## src/rtl/pipeline_sequencer_if.sv

```systemverilog
// Control bundle between the pipeline sequencer and its environment.
// slave: sequencer side (inputs start..clear; outputs cs_*, status, count).
interface pipeline_sequencer_if #(
  parameter int COUNT_WIDTH = 16
);
  logic start;
  logic mem_ready;
  logic is_halt;
  logic needs_mem;
  logic resume;
  logic clear;
  logic cs_fetch;
  logic cs_decode;
  logic cs_execute;
  logic cs_memory;
  logic cs_writeback;
  logic busy;
  logic halted;
  logic fault;
  logic [2:0] state;
  logic [COUNT_WIDTH-1:0] instr_count;

  modport master (
    output start, mem_ready, is_halt,
    output needs_mem, resume, clear,
    input  cs_fetch, cs_decode, cs_execute,
    input  cs_memory, cs_writeback,
    input  busy, halted, fault,
    input  state, instr_count
  );

  modport slave (
    input  start, mem_ready, is_halt,
    input  needs_mem, resume, clear,
    output cs_fetch, cs_decode, cs_execute,
    output cs_memory, cs_writeback,
    output busy, halted, fault,
    output state, instr_count
  );
endinterface

```

## src/rtl/pipeline_sequencer.sv

```systemverilog
// One-hot stage sequencer: F/D/E/(M)/W with memory wait, halt, timeout fault.
// Ports: clk, rst_n (async low), sif (slave: control in, cs_*/status out).
module pipeline_sequencer #(
  parameter int COUNT_WIDTH = 16,
  parameter int MEM_TIMEOUT = 255
) (
  input logic clk,
  input logic rst_n,
  pipeline_sequencer_if.slave sif
);

  typedef enum logic [2:0] {
    IDLE      = 3'd0,
    FETCH     = 3'd1,
    DECODE    = 3'd2,
    EXECUTE   = 3'd3,
    MEMORY    = 3'd4,
    WRITEBACK = 3'd5,
    HALT      = 3'd6,
    FAULT     = 3'd7
  } state_t;

  // Last wait value before the access is declared lost.
  localparam logic [7:0] WAIT_LAST = 8'(MEM_TIMEOUT - 1);

  state_t state_q, state_d;
  logic [7:0] wait_q, wait_d;
  logic mem_pend_q, mem_pend_d;
  logic [COUNT_WIDTH-1:0] cnt_q, cnt_d;

  always_comb begin
    state_d    = state_q;
    mem_pend_d = mem_pend_q;
    cnt_d      = cnt_q;
    if (sif.clear) begin
      state_d = IDLE;
    end else begin
      unique case (state_q)
        IDLE: begin
          if (sif.start) state_d = FETCH;
        end
        FETCH: begin
          if (sif.mem_ready) state_d = DECODE;
          else if (wait_q == WAIT_LAST) state_d = FAULT;
        end
        DECODE: begin
          mem_pend_d = sif.needs_mem;
          state_d = sif.is_halt ? HALT : EXECUTE;
        end
        EXECUTE: begin
          state_d = mem_pend_q ? MEMORY : WRITEBACK;
        end
        MEMORY: begin
          if (sif.mem_ready) state_d = WRITEBACK;
          else if (wait_q == WAIT_LAST) state_d = FAULT;
        end
        WRITEBACK: begin
          cnt_d   = cnt_q + 1'b1;
          state_d = FETCH;
        end
        HALT: begin
          if (sif.resume) state_d = FETCH;
        end
        FAULT: begin
          state_d = FAULT;
        end
        default: state_d = IDLE;
      endcase
    end
    // Wait count only runs while stalled in a memory-facing stage.
    wait_d = '0;
    if (!sif.clear && state_d == state_q &&
        (state_q == FETCH || state_q == MEMORY))
      wait_d = wait_q + 8'd1;
  end

  always_ff @(posedge clk or negedge rst_n) begin
    if (!rst_n) begin
      state_q    <= IDLE;
      wait_q     <= '0;
      mem_pend_q <= 1'b0;
      cnt_q      <= '0;
    end else begin
      state_q    <= state_d;
      wait_q     <= wait_d;
      mem_pend_q <= mem_pend_d;
      cnt_q      <= cnt_d;
    end
  end

  assign sif.cs_fetch     = (state_q == FETCH);
  assign sif.cs_decode    = (state_q == DECODE);
  assign sif.cs_execute   = (state_q == EXECUTE);
  assign sif.cs_memory    = (state_q == MEMORY);
  assign sif.cs_writeback = (state_q == WRITEBACK);
  assign sif.busy   = (state_q >= FETCH) && (state_q <= WRITEBACK);
  assign sif.halted = (state_q == HALT);
  assign sif.fault  = (state_q == FAULT);
  assign sif.state  = state_q;
  assign sif.instr_count = cnt_q;

endmodule

```

## src/flat_wrapper.sv

```systemverilog
// flat-port wrapper written by rule: the top's interface ports become plain ports
module pipeline_sequencer_flat 
#(
  parameter int COUNT_WIDTH = 16,
  parameter int MEM_TIMEOUT = 255
)
  (clk, rst_n, sif_start, sif_mem_ready, sif_is_halt, sif_needs_mem, sif_resume, sif_clear, sif_cs_fetch, sif_cs_decode, sif_cs_execute, sif_cs_memory, sif_cs_writeback, sif_busy, sif_halted, sif_fault, sif_state, sif_instr_count);
  pipeline_sequencer_if #(.COUNT_WIDTH(COUNT_WIDTH)) sif_i ();
  input logic clk;
  input logic rst_n;
  input wire logic [$bits(sif_i.start)-1:0] sif_start;
  input wire logic [$bits(sif_i.mem_ready)-1:0] sif_mem_ready;
  input wire logic [$bits(sif_i.is_halt)-1:0] sif_is_halt;
  input wire logic [$bits(sif_i.needs_mem)-1:0] sif_needs_mem;
  input wire logic [$bits(sif_i.resume)-1:0] sif_resume;
  input wire logic [$bits(sif_i.clear)-1:0] sif_clear;
  output wire logic [$bits(sif_i.cs_fetch)-1:0] sif_cs_fetch;
  output wire logic [$bits(sif_i.cs_decode)-1:0] sif_cs_decode;
  output wire logic [$bits(sif_i.cs_execute)-1:0] sif_cs_execute;
  output wire logic [$bits(sif_i.cs_memory)-1:0] sif_cs_memory;
  output wire logic [$bits(sif_i.cs_writeback)-1:0] sif_cs_writeback;
  output wire logic [$bits(sif_i.busy)-1:0] sif_busy;
  output wire logic [$bits(sif_i.halted)-1:0] sif_halted;
  output wire logic [$bits(sif_i.fault)-1:0] sif_fault;
  output wire logic [$bits(sif_i.state)-1:0] sif_state;
  output wire logic [$bits(sif_i.instr_count)-1:0] sif_instr_count;
  assign sif_i.start = sif_start;
  assign sif_i.mem_ready = sif_mem_ready;
  assign sif_i.is_halt = sif_is_halt;
  assign sif_i.needs_mem = sif_needs_mem;
  assign sif_i.resume = sif_resume;
  assign sif_i.clear = sif_clear;
  assign sif_cs_fetch = sif_i.cs_fetch;
  assign sif_cs_decode = sif_i.cs_decode;
  assign sif_cs_execute = sif_i.cs_execute;
  assign sif_cs_memory = sif_i.cs_memory;
  assign sif_cs_writeback = sif_i.cs_writeback;
  assign sif_busy = sif_i.busy;
  assign sif_halted = sif_i.halted;
  assign sif_fault = sif_i.fault;
  assign sif_state = sif_i.state;
  assign sif_instr_count = sif_i.instr_count;
  pipeline_sequencer #(.COUNT_WIDTH(COUNT_WIDTH), .MEM_TIMEOUT(MEM_TIMEOUT)) u_core (.clk(clk), .rst_n(rst_n), .sif(sif_i));
endmodule
```

## config.mk

```make
export PLATFORM = sky130hd
export DESIGN_NAME = pipeline_sequencer_flat
export DESIGN_NICKNAME = d
export VERILOG_FILES = /design/src/rtl/pipeline_sequencer_if.sv /design/src/rtl/pipeline_sequencer.sv /design/src/flat_wrapper.sv
export SDC_FILE = /design/constraint.sdc
export NUM_CORES = 1
export LEC_CHECK = 0
export ABC_CLOCK_PERIOD_IN_PS = 3900
export BUFFER_PORTS_ARGS = -buffer_cell sky130_fd_sc_hd__buf_2
export CAP_MARGIN = 40
export CORE_MARGIN = 2
export CORE_UTILIZATION = 56
export CTS_CLUSTER_SIZE = 14
export DETAILED_ROUTE_END_ITERATION = 12
export PLACE_DENSITY = 0.83
export SETUP_SLACK_MARGIN = 0.4
export SYNTH_ARGS = -nofsm -noshare
export SYNTH_HDL_FRONTEND = slang
export SYNTH_SLANG_ARGS = --single-unit
export TNS_END_PERCENT = 5
```

## constraint.sdc

```tcl
create_clock -name clk -period 3.9 [get_ports clk]
set_input_delay 0.585 -clock clk [delete_from_list [all_inputs] [get_ports clk]]
set_output_delay 0.585 -clock clk [all_outputs]
set_load 0.02 [all_outputs]
```

==> reports/results.tsv, run 1 <==
metric	value	unit
max_cap_violations	0	
dpl.hpwl	2010	µm
multi_input_area	674	µm²
status	complete, no violations	
rsz0062_at_grt	false	
reg2reg_depth	3	
postRouteAntennaNets	0	
antenna_found_initial	0	
grt_max_degree	29	
die-width	54.3	µm
finalSetupViolations	0	
io_pins	35	
finalWirelength	2760	µm
grt_util_met1	25.8	%
fmax	0.463	GHz
die_y	54.3	µm
max-slew-margin-rel	59.5	%
drt-pass1-iter-count	7	
grt_pass1_vias	1045	
critical_path_required	3.31	ns
r2r-start	u_core.sif.state[1]	
critical_path_arrival	1.58	ns
startpoint	u_core.sif.state[1]	
ys_types	32	
syn_nets	150	
post_cts_resize_count	0	
cts.sinks	28	
clk_pin_slew	0.14	ns
path_class	flop to output port	
cts_setup_buffers	0	
diodes	0	
coreArea	0.00243	mm²
fillers	182	
period_needed	2.16	ns
clock_latency	0.32	ns
first_iter_violations	42	
seqCellArea	701	µm²
grt_util_met3	2.46	%
dieArea	0.00295	mm²
place_area	0.00159	mm²
fin_setup_tns	0	ns
grt_overflow	0	
wl_per_cell	13.6	µm
synth.avg_cell_area	10.2	µm²
vias	1141	
final_max_slew_viol_count	0	
skew	0.00583	ns
grt_usage	21.4	%
holdCritPathClass	input port to async pin	
synth-seq-cells	28	
drive_above_1_share	23.8	%
nets	184	
grt_util_met2	38.4	%
endpoint_kind	output port	
grt_pass1_wl	4510	µm
area_growth	16.3	%
irDropWorstVdd	0.000245	V
path_max_fanout	17	
h-tree-depth	1	
r2r_end	u_core.mem_pend_q	
cts_made_buffers	3	
rows	18	
seq_area_frac_synth	49.5	%
fin_ws	1.74	ns
final_hold_viol_count	0	
startpoint_type	flop	
drc_errors	0	
worst_slew_pin_slew	0.607	ns
fin_crit_sh	55.4	%
stdcell_area	0.00165	mm²
cts_tree	done	
max-clock-path-buffers	2	
pre_cts_slack	2.07	ns
pwr_density_cell	382	mW/mm²
leakagePower	0.830	nW
gp_congestion	0.813	
start_util	58.2	%
via_per_inst	5.65	
cts_hold_buffers	0	
reg2reg_slack	2.19	ns
portBuffers	34	
synth_warnings	0	
syn_inst	139	
p_total	0.630	mW
top_usage_layer	met2	
syn-cell-area	0.00142	mm²
clockRootBuffer	clkbuf_4	
==> sequential cells by signal (all words and copies together) (netlist names) <==
| register | cells |
|---|---|
| u_core.wait_q | 8 |
| u_core.sif.instr_count | 16 |
| u_core.sif.state | 3 |
| u_core.mem_pend_q | 1 |
==> layer usage <==
layer	vias up	share of wire, %
li1	546	-
met1	555	40
met2	36	54
met3	4	5.0
met4	0	1.5
met5	-	0
==> worst max path at each step <==
stage | endpoint | slack [ns] | depth (start not counted)
after floorplan | sif_busy | 2.00 | 4
after global routing | sif_halted | 1.59 | 3
after global placement | u_core.sif.instr_count[15] | 2.12 | 5
after detailed placement | u_core.sif.instr_count[15] | 2.07 | 5
after CTS | sif_halted | 1.75 | 3
final | sif_halted | 1.74 | 3
==> worst max-delay path: stages (launching register included) <==
cell     delay (ns)
dfrtp_1        0.68
inv_1          0.21
nor2_1         0.18
buf_2          0.18
==> placed cells by master (no fill, tap or decap), types with 4 or more instances in the layout <==
| cell | synthesis | routed |
|---|---|---|
| buf_2 | 3 | 34 |
| dfrtp_1 | 28 | 28 |
| nand2_1 | 13 | 13 |
| nand3_1 | 8 | 8 |
| nand4_1 | 8 | 8 |
| nor2_1 | 21 | 21 |
| nor3_1 | 4 | 4 |
| xnor2_1 | 13 | 13 |
| xor2_1 | 8 | 8 |
==> through the flow <==
stage	util, %	hold slack [ns]	std cells
global placement	65.5	0.458	198
finish	67.7	0.252	202
detailed placement	65.5	0.461	198
CTS	67.7	0.257	202
global route	67.7	0.279	202
floorplan	-	0.289	139
==> area by class of cell <==
type	instances	share of cell area [%]
clock inverter	1	1.82
multi-input combinational	103	41.0
tap	30	2.28
sequential	28	42.6
clock buffer	3	1.37
inverter	3	0.684
timing repair buffer	34	10.3
==> report_power, final <==
part / switching (mW) / internal (mW)
combinational: 0.0644 / 0.0422
clock: 0.0831 / 0.104
sequential: 0.0293 / 0.307
total: 0.177 / 0.453
==> cell families after synthesis <==
| kind of cell | share of synthesized area (%) |
|---|---|
| fa+ha+maj | 2.65 |
| xor+xnor | 13.0 |
| flops | 49.5 |
| compound gates | 5.48 |
| mux | 1.50 |
| buf+inv | 2.91 |
| simple gates | 25.0 |
==> cells in the mapped netlist (all sizes together) <==
cell | count | area (µm²)
dfrtp | 28 | 701
nor2 | 21 | 78.8
nand2 | 13 | 48.8
xnor2 | 13 | 114
nand3 | 8 | 40.0
nand4 | 8 | 50.1
xor2 | 8 | 70.1
buf | 4 | 26.3
nor3 | 4 | 20.0
a21oi | 3 | 15.0
ha | 3 | 37.5
inv | 3 | 11.3
a211oi | 2 | 15.0
a22o | 2 | 17.5
and3 | 2 | 12.5
nand2b | 2 | 12.5
nor4 | 2 | 27.5
a211o | 1 | 8.76
a41oi | 1 | 8.76
and4 | 1 | 8.76
clkbuf | 1 | 3.75
mux2 | 1 | 11.3
mux2i | 1 | 10.0
nand4b | 1 | 8.76
nand4bb | 1 | 27.5
nor2b | 1 | 6.26
o21ai | 1 | 5.00
o31ai | 1 | 7.51
or2 | 1 | 6.26
or3 | 1 | 6.26
Power figures use the tool's default switching activity.
==> run 2: changes to the inputs <==
Settings changed: ABC_CLOCK_PERIOD_IN_PS 3900 to 1900, CORE_UTILIZATION 56 to 47, PLACE_DENSITY 0.83 to 0.75.
Clock period 3.9 ns to 1.9 ns, I/O delays scaled along.
==> run 2 against run 1 <==
Sequential share of layout area fell by 4.7 points. Global-route usage fell by 2.2 points. Critical endpoint is now sif_cs_decode. Count of clock-buffer cells in the layout is the same. Clock skew fell by 0.0045 ns. First-iteration DRC count fell by 21%. The run now ends with DRC left. Worst hold slack got worse by 0.073 ns. Die area rose by 18%.
==> reports/results.tsv, run 2 (same netlist as run 1, synthesis figures left out) <==
metric	value	unit	change
cts_tree	done		
final_max_slew_viol_count	0		unchanged
fin_setup_tns	0	ns	unchanged
hold_path.startpoint	sif_needs_mem		
rows	19		+1
endpoint_kind	output port		
cp_top_family	buffers and inverters		
clock_latency	0.32	ns	about the same
path_cells	buf_6 -> clkinvlp_4 -> nor3_2 -> buf_4		
max_stage_delay	0.39	ns	-0.29 ns
r2r-start	u_core.sif.state[1]		
pre_cts_slack	0.313	ns	-1.76 ns
fillers	215		+18%
area_growth	31.0	%	
drc_errors	2		+2
worstHoldPathCells	2		
dpl.hpwl	2070	µm	+3.0%
start_util	50.5	%	-7.7 points
rsz0062_at_grt	true		
status	finished with violations		
fin_crit_sh	83.6	%	
portBuffers	34		unchanged
clockRootBuffer	clkbuf_4		
drt-pass1-iter-count	8		+1
cts.sinks	28		unchanged
fin_ws	0.312	ns	-1.43 ns
period_needed	1.59	ns	
fmax	0.630	GHz	
leakagePower	0.911	nW	+9.9%
wl_per_cell	14.7	µm	+7.8%
grt_max_degree	29		unchanged
die_y	58.9	µm	+8.5%
vias	1192		+4.5%
grt_overflow	0		unchanged
diodes	0		unchanged
skew	0.00137	ns	-0.00446 ns
irDropWorstVdd	0.000455	V	+86%
clk_pin_slew	0.15	ns	about the same
gp_congestion	0.787		-3.2%
grt_usage	19.3	%	-2.2 points
max-slew-margin-rel	59.3	%	-0.19 points
coreArea	0.00281	mm²	+15%
r2r_end	u_core.mem_pend_q		
postRouteAntennaNets	0		unchanged
dieArea	0.00347	mm²	+18%
min_to	u_core.mem_pend_q		
antenna_found_initial	0		unchanged
cts_made_buffers	3		unchanged
reg2reg_slack	0.36	ns	-1.83 ns
via_per_inst	5.49		-2.8%
cpMaxStageDelayCell	dfrtp_1		
max-clock-path-buffers	2		unchanged
largest_register_ffs	16		unchanged
path_class	flop to output port		
grt_pass1_vias	1137		+8.8%
reg2reg_depth	5		+2
holdCritPathClass	input port to flop		
final_hold_viol_count	0		unchanged
finalSetupViolations	0		unchanged
critPathBufInv	3		+1
critical_path_required	1.62	ns	-1.69 ns
io_pins	35		unchanged
max_cap_violations	0		unchanged
finalWirelength	3190	µm	+16%
h-tree-depth	1		unchanged
startpoint_type	flop		
grt_pass1_wl	5120	µm	+13%
path_max_fanout	7		-10
critical_path_arrival	1.30	ns	-0.28 ns
pwr_density_cell	763	mW/mm²	+99%
nets	198		+7.6%
first_iter_violations	33		-21%
drive_above_1_share	37.6	%	+14 points
worst_slew_pin_slew	0.610	ns	+0.00281 ns
violations	DRC		
most-common-layout-cells	26 x buf_2, 26 x dfrtp_1, 18 x buf_4, 16 x nor2_1, 13 x xnor2_1		
die-width	58.9	µm	+8.5%
==> run 2: worst max path at each step <==
stage                                    from                          to  depth (start not counted)
after global placement    u_core.sif.state[0]  u_core.sif.instr_count[13]                          4
after global routing         u_core.wait_q[0]         u_core.sif.state[0]                          5
after detailed placement  u_core.sif.state[0]  u_core.sif.instr_count[15]                          4
after CTS                 u_core.sif.state[1]                    sif_busy                          4
final                     u_core.sif.state[1]               sif_cs_decode                          4
after floorplan           u_core.sif.state[1]         u_core.sif.state[1]                          5
==> run 2: per-layer routing <==
metal  track usage (%)  up-vias  part of all wire (%)
li1                  -      574                     -
met3              2.64        6                   2.4
met5                 0        -                     0
met4              6.82        0                   2.4
met1              24.0      592                    43
met2              34.0       20                    53
==> run 2: through the flow <==
stage               utilization [%]  total power, mW  hold WS, ns  area [µm²]  std cells
floorplan                         -            0.848      -0.0106        1420        139
global placement               57.4            0.921        0.326        1610        200
CTS                            65.1             1.40        0.181        1830        216
detailed placement             57.4            0.929        0.337        1610        200
finish                         66.1             1.42        0.179        1860        217
global route                   66.1             1.48        0.179        1860        217
==> run 2: final cells by class <==
| type | instances | area (µm²) | area share [%] |
|---|---|---|---|
| clock inverters | 1 | 30.0 | 1.62 |
| flip-flops and latches | 28 | 703 | 37.9 |
| repair buffers | 48 | 309 | 16.7 |
| well taps | 31 | 38.8 | 2.09 |
| clock buffers | 3 | 22.5 | 1.21 |
| multi-input cells | 103 | 737 | 39.7 |
| inverters | 3 | 15.0 | 0.809 |
==> run 2: worst reg2reg max path, stage by stage (launching register included) <==
cell and delay, ns:
dfrtp_1 0.39, buf_6 0.14, clkinvlp_4 0.15, buf_4 0.17, nor4_2 0.23, mux2_2 0.36
==> run 2: what timing repair did <==
| item | in CTS | in global routing |
|---|---|---|
| pin swaps | 2 | 0 |
| hold endpoints to repair | 28 | 0 |
| endpoints found under the setup margin | 25 | 30 |
| buffers inserted | 11 | 1 |
| gates cloned | 0 | 0 |
| gates resized for setup | 22 | 7 |
| hold buffers | 1 | 0 |
==> run 2: report_power, final <==
part	total [mW]	internal, mW	leakage [nW]	switching, mW
combinational	0.352	0.159	0.500	0.193
sequential	0.673	0.632	0.384	0.0418
clock	0.390	0.213	0.0279	0.177
total	1.42	1.00	0.911	0.411
